### config.mk
export PLATFORM = sky130hd
export DESIGN_NAME = serial_addsub
export DESIGN_NICKNAME = d
export VERILOG_FILES = /design/src/rtl/serial_addsub.sv
export SDC_FILE = /design/constraint.sdc
export NUM_CORES = 1
export LEC_CHECK = 0
export ABC_AREA = 1
export CORE_ASPECT_RATIO = 1.1
export CORE_UTILIZATION = 40
export CTS_BUF_LIST = sky130_fd_sc_hd__clkbuf_8
export DETAILED_ROUTE_END_ITERATION = 12
export SYNTH_ARGS = -nofsm -noshare
export SYNTH_HDL_FRONTEND = slang
export SYNTH_SLANG_ARGS = --single-unit
export TNS_END_PERCENT = 50
### constraint.sdc
create_clock -name clk -period 1.6 [get_ports clk]
set_input_delay 0.16 -clock clk [delete_from_list [all_inputs] [get_ports clk]]
set_output_delay 0.16 -clock clk [all_outputs]
set_load 0.02 [all_outputs]
### src/rtl/serial_addsub.sv
// Bit-serial adder/subtractor: one full-adder stage, LSB first, WIDTH+1 latency.
// Define ADDSUB_OVF_EN to add the signed-overflow output ovf.
module serial_addsub #(
    parameter int WIDTH = 8
) (
    input  logic             clk,
    input  logic             rst_n,
    input  logic             start,
    input  logic [WIDTH-1:0] a,
    input  logic [WIDTH-1:0] b,
    input  logic             cin,
    input  logic             sub,
    output logic             busy,
    output logic             done,
    output logic [WIDTH-1:0] s,
    output logic             cout,
`ifdef ADDSUB_OVF_EN
    output logic             zero,
    output logic             ovf
`else
    output logic             zero
`endif
);

    localparam int IW = (WIDTH > 2) ? $clog2(WIDTH) : 1;
    localparam logic [IW-1:0] LAST = IW'(WIDTH - 1);

    typedef enum logic [1:0] {
        IDLE,
        RUN,
        DONE
    } state_t;

    state_t           state;
    logic [WIDTH-1:0] op_a;
    logic [WIDTH-1:0] op_b;
    logic [WIDTH-2:0] acc;
    logic [IW-1:0]    idx;
    logic             sub_r;
    logic             carry;

    logic             bx;
    logic             sum_bit;
    logic             carry_nxt;
    logic [WIDTH-1:0] res_nxt;

    always_comb begin
        bx        = op_b[0] ^ sub_r;
        sum_bit   = op_a[0] ^ bx ^ carry;
        carry_nxt = (op_a[0] & bx) | (carry & (op_a[0] ^ bx));
        // New bit enters at the top; after WIDTH shifts bit 0 sits at the LSB.
        res_nxt   = {sum_bit, acc};
    end

    always_ff @(posedge clk) begin
        if (!rst_n) begin
            state <= IDLE;
            busy  <= 1'b0;
            done  <= 1'b0;
            s     <= '0;
            cout  <= 1'b0;
            zero  <= 1'b1;
            op_a  <= '0;
            op_b  <= '0;
            acc   <= '0;
            idx   <= '0;
            sub_r <= 1'b0;
            carry <= 1'b0;
`ifdef ADDSUB_OVF_EN
            ovf   <= 1'b0;
`endif
        end else begin
            case (state)
                IDLE, DONE: begin
                    done <= 1'b0;
                    if (start) begin
                        op_a  <= a;
                        op_b  <= b;
                        sub_r <= sub;
                        carry <= cin ^ sub;
                        idx   <= '0;
                        busy  <= 1'b1;
                        state <= RUN;
                    end else begin
                        state <= IDLE;
                    end
                end
                RUN: begin
                    op_a  <= op_a >> 1;
                    op_b  <= op_b >> 1;
                    acc   <= res_nxt[WIDTH-1:1];
                    carry <= carry_nxt;
                    idx   <= idx + 1'b1;
                    if (idx == LAST) begin
                        state <= DONE;
                        busy  <= 1'b0;
                        done  <= 1'b1;
                        s     <= res_nxt;
                        cout  <= carry_nxt;
                        zero  <= (res_nxt == '0);
`ifdef ADDSUB_OVF_EN
                        ovf   <= carry ^ carry_nxt;
`endif
                    end
                end
                default: begin
                    state <= IDLE;
                    busy  <= 1'b0;
                    done  <= 1'b0;
                end
            endcase
        end
    end

endmodule
==> impl_metrics.csv <==
group,metric,value,unit
outcome,outcome,"completed",
timing,hold_viol,0,
clock_tree,post-cts-setup-buffers,0,
timing,slew_violations,0,
floorplan,ios,33,
clock_tree,cts_max_path_buffers,2,
power_and_ir_drop,p_sw_share,23.9,%
timing,rsz0062_at_grt,"false",
placement,dp_slack,0.181,ns
power_and_ir_drop,pwr-share-seq,49.7,%
floorplan,chipWidth,66.4,µm
worst_setup_path,crit_chain,"clkdlybuf4s50_1",
finish,final_common_cell,"nand2_1",
synthesis,yosysTopAreaCellShare,46.1,%
global_routing,antenna_found_initial,0,
timing,worstMarginPinSlew,0.278,ns
power_and_ir_drop,comb_power_share,13.4,%
synthesis,ys_top_cells_by_area,"dfxtp_1 46%, nand2_1 15%, inv_1 5.1%",
worst_setup_path,slowest_delay,0.61,ns
clock_tree,h-tree-depth,2,
timing,fin_worst_skew,0.00479,ns
clock_tree,clk_pin_slew,0.08,ns
synthesis,synth_area,1820,µm²
clock_tree,ctsHoldBuffers,0,
finish,insertedDiodeCount,0,
synthesis,synthArstFlopShare,0,%
worst_setup_path,critical_path.top_delay_family,"buffers and inverters",
finish,stdcell_area,2330,µm²
clock_tree,clock_latency,0.29,ns
timing,final.setup.tns,0,ns
timing,period_needed,1.40,ns
clock_tree,postCtsResizedCells,0,
floorplan,core_region_area,4350,µm²
timing,slew_headroom,81.4,%
global_routing,grt_pass1_wl,5890,µm
synthesis,synth_seq_cells,42,
global_routing,grtUsageTotal,16.3,%
floorplan,initial_core_util,42.0,%
worst_setup_path,r2r_start,"idx[0]",
route,vias_per_cell,4.57,
timing,setup_viol,0,
worst_setup_path,critPathBufInv,1,
floorplan,die_h,72.8,µm
power_and_ir_drop,intPower,1.74,mW
floorplan,rows,25,
worst_setup_path,cp.arrival,1.24,ns
timing,fin_ws,0.200,ns
finish,area_growth,27.9,%
worst_hold_path,hold_path.startpoint,"a[7]",
worst_setup_path,crit_path_top_delay_cell,"clkdlybuf4s50_1",
route,post_drt_wl_per_cell,10.2,µm
worst_setup_path,path_class,"reg2out",
finish,drive_gt1_share,14.2,%
placement,dpl_cell_area,2220,µm²
route,drt_wl_total,3430,µm
finish,final_cell_mix,"73 x nand2_1, 42 x dfxtp_1, 32 x clkdlybuf4s50_1",
synthesis,ys_seq_area_share,46.1,%
synthesis,synth_nets,268,
synthesis,postSynthCellCount,244,
placement,dpl.hpwl,2480,µm
clock_tree,cts_tree,"yes",
power_and_ir_drop,max-vdd-ir-drop,534,µV
power_and_ir_drop,power_switching,0.546,mW
clock_tree,clockRootBuffer,"clkbuf_8",
worst_setup_path,cp-startpoint,"done",
flow_run,maxCapViolCount,0,
global_routing,grt_pass1_vias,1356,
route,dr.pass1.iters,4,
finish,fin_cells,336,
worst_setup_path,start_kind,"flop",
clock_tree,numCtsBuffers,5,
power_and_ir_drop,p_leak,1.00,nW
global_routing,grt_start_max_net_pins,21,
floorplan,die_area,4840,µm²
synthesis,yosysWarnings,0,
worst_setup_path,endpoint_kind,"primary output",
finish,fin_util,53.7,%
synthesis,synthFlopType,"dfxtp_1",
worst_setup_path,required,1.44,ns
synthesis,syn_area_per_cell,7.48,µm²
route,drtIter0Drc,96,
clock_tree,clock-sinks,42,
power_and_ir_drop,p_per_area,979,nW/µm²
route,final_antenna_net_count,0,
route,drc_errors,0,
synthesis,synth-edff-count,0,
synthesis,synth_cell_types,24,
timing,fmax,0.714,GHz
power_and_ir_drop,clkPwrFrac,36.9,%
placement,routabilityCongestion,0.739,
worst_hold_path,holdCritPathClass,"in2reg",
timing,fin_crit_sh,87.5,%
placement,io_buffers,32,
route,vias,1537,
synthesis,synth_top_cell_by_area,"dfxtp_1",
worst_setup_path,crit_fanout,2,
finish,nNetsFinal,306,
global_routing,grt_overflow,0,
placement,dp_cells,329,
## synthesized netlist by cell type (2+ instances only)
library cell	count
ha_1	2
inv_1	25
a21oi_1	18
dfxtp_1	42
buf_2	2
a21oi_2	7
clkbuf_1	4
nand2_4	2
o21ai_0	15
nand2_1	73
nor2_1	23
nand2_2	11
nand3_1	8
inv_2	2
## state kept, by name, indices dropped and copies added, names as in the netlist
| name | cells |
|---|---|
| acc | 7 |
| busy | 1 |
| carry | 1 |
| cout | 1 |
| done | 1 |
| idx | 3 |
| op_a | 8 |
| op_b | 8 |
| s | 8 |
| state | 2 |
| sub_r | 1 |
| zero | 1 |
## area by class of cell
| cell class | instances | area (µm²) |
|---|---|---|
| multi-input cells | 165 | 810 |
| repair buffers | 40 | 393 |
| clock buffers | 6 | 82.6 |
| well taps | 54 | 67.6 |
| clock inverters | 1 | 30.0 |
| inverters | 28 | 110 |
| fillers | 439 | 2010 |
| flip-flops and latches | 42 | 841 |
## through the flow
step	hold slack, ns	total power [mW]
floorplan	0.308	1.37
CTS	0.414	2.31
detailed placement	0.456	1.47
finish	0.419	2.29
global route	0.429	2.40
global placement	0.439	1.47
## layer usage
metal / routed length (µm) / GRT usage (%)
met1: 1650 / 19.4
met2: 1580 / 26.9
met3: 135 / 5.16
met4: 66 / 7.09
met5: 0 / 0
## worst paths after layout
path | cells past startpoint | end | slack [ns]
worst min register to register | 2 | op_a[0] | 0.47
worst min-delay path | 3 | op_a[7] | 0.42
worst max register to register | 7 | s[4] | 0.25
worst max-delay path | 1 | done | 0.20
## power by group through the flow
| stage | clock network, mW | logic (mW) | registers (mW) |
|---|---|---|---|
| floorplan | 0 | 0.213 | 1.15 |
| global placement | 0 | 0.311 | 1.16 |
| detailed placement | 0 | 0.311 | 1.16 |
| CTS | 0.868 | 0.311 | 1.14 |
| global route | 0.910 | 0.348 | 1.14 |
| finish | 0.843 | 0.306 | 1.14 |
## kinds of logic after synthesis
family          Yosys count  synth area share [%]
xor+xnor                  1                 0.480
compound gates           40                  12.4
buf+inv                  37                  9.53
flops                    42                  46.1
fa+ha+maj                 3                  2.47
simple gates            121                  29.0
Power figures use the tool's default switching activity.
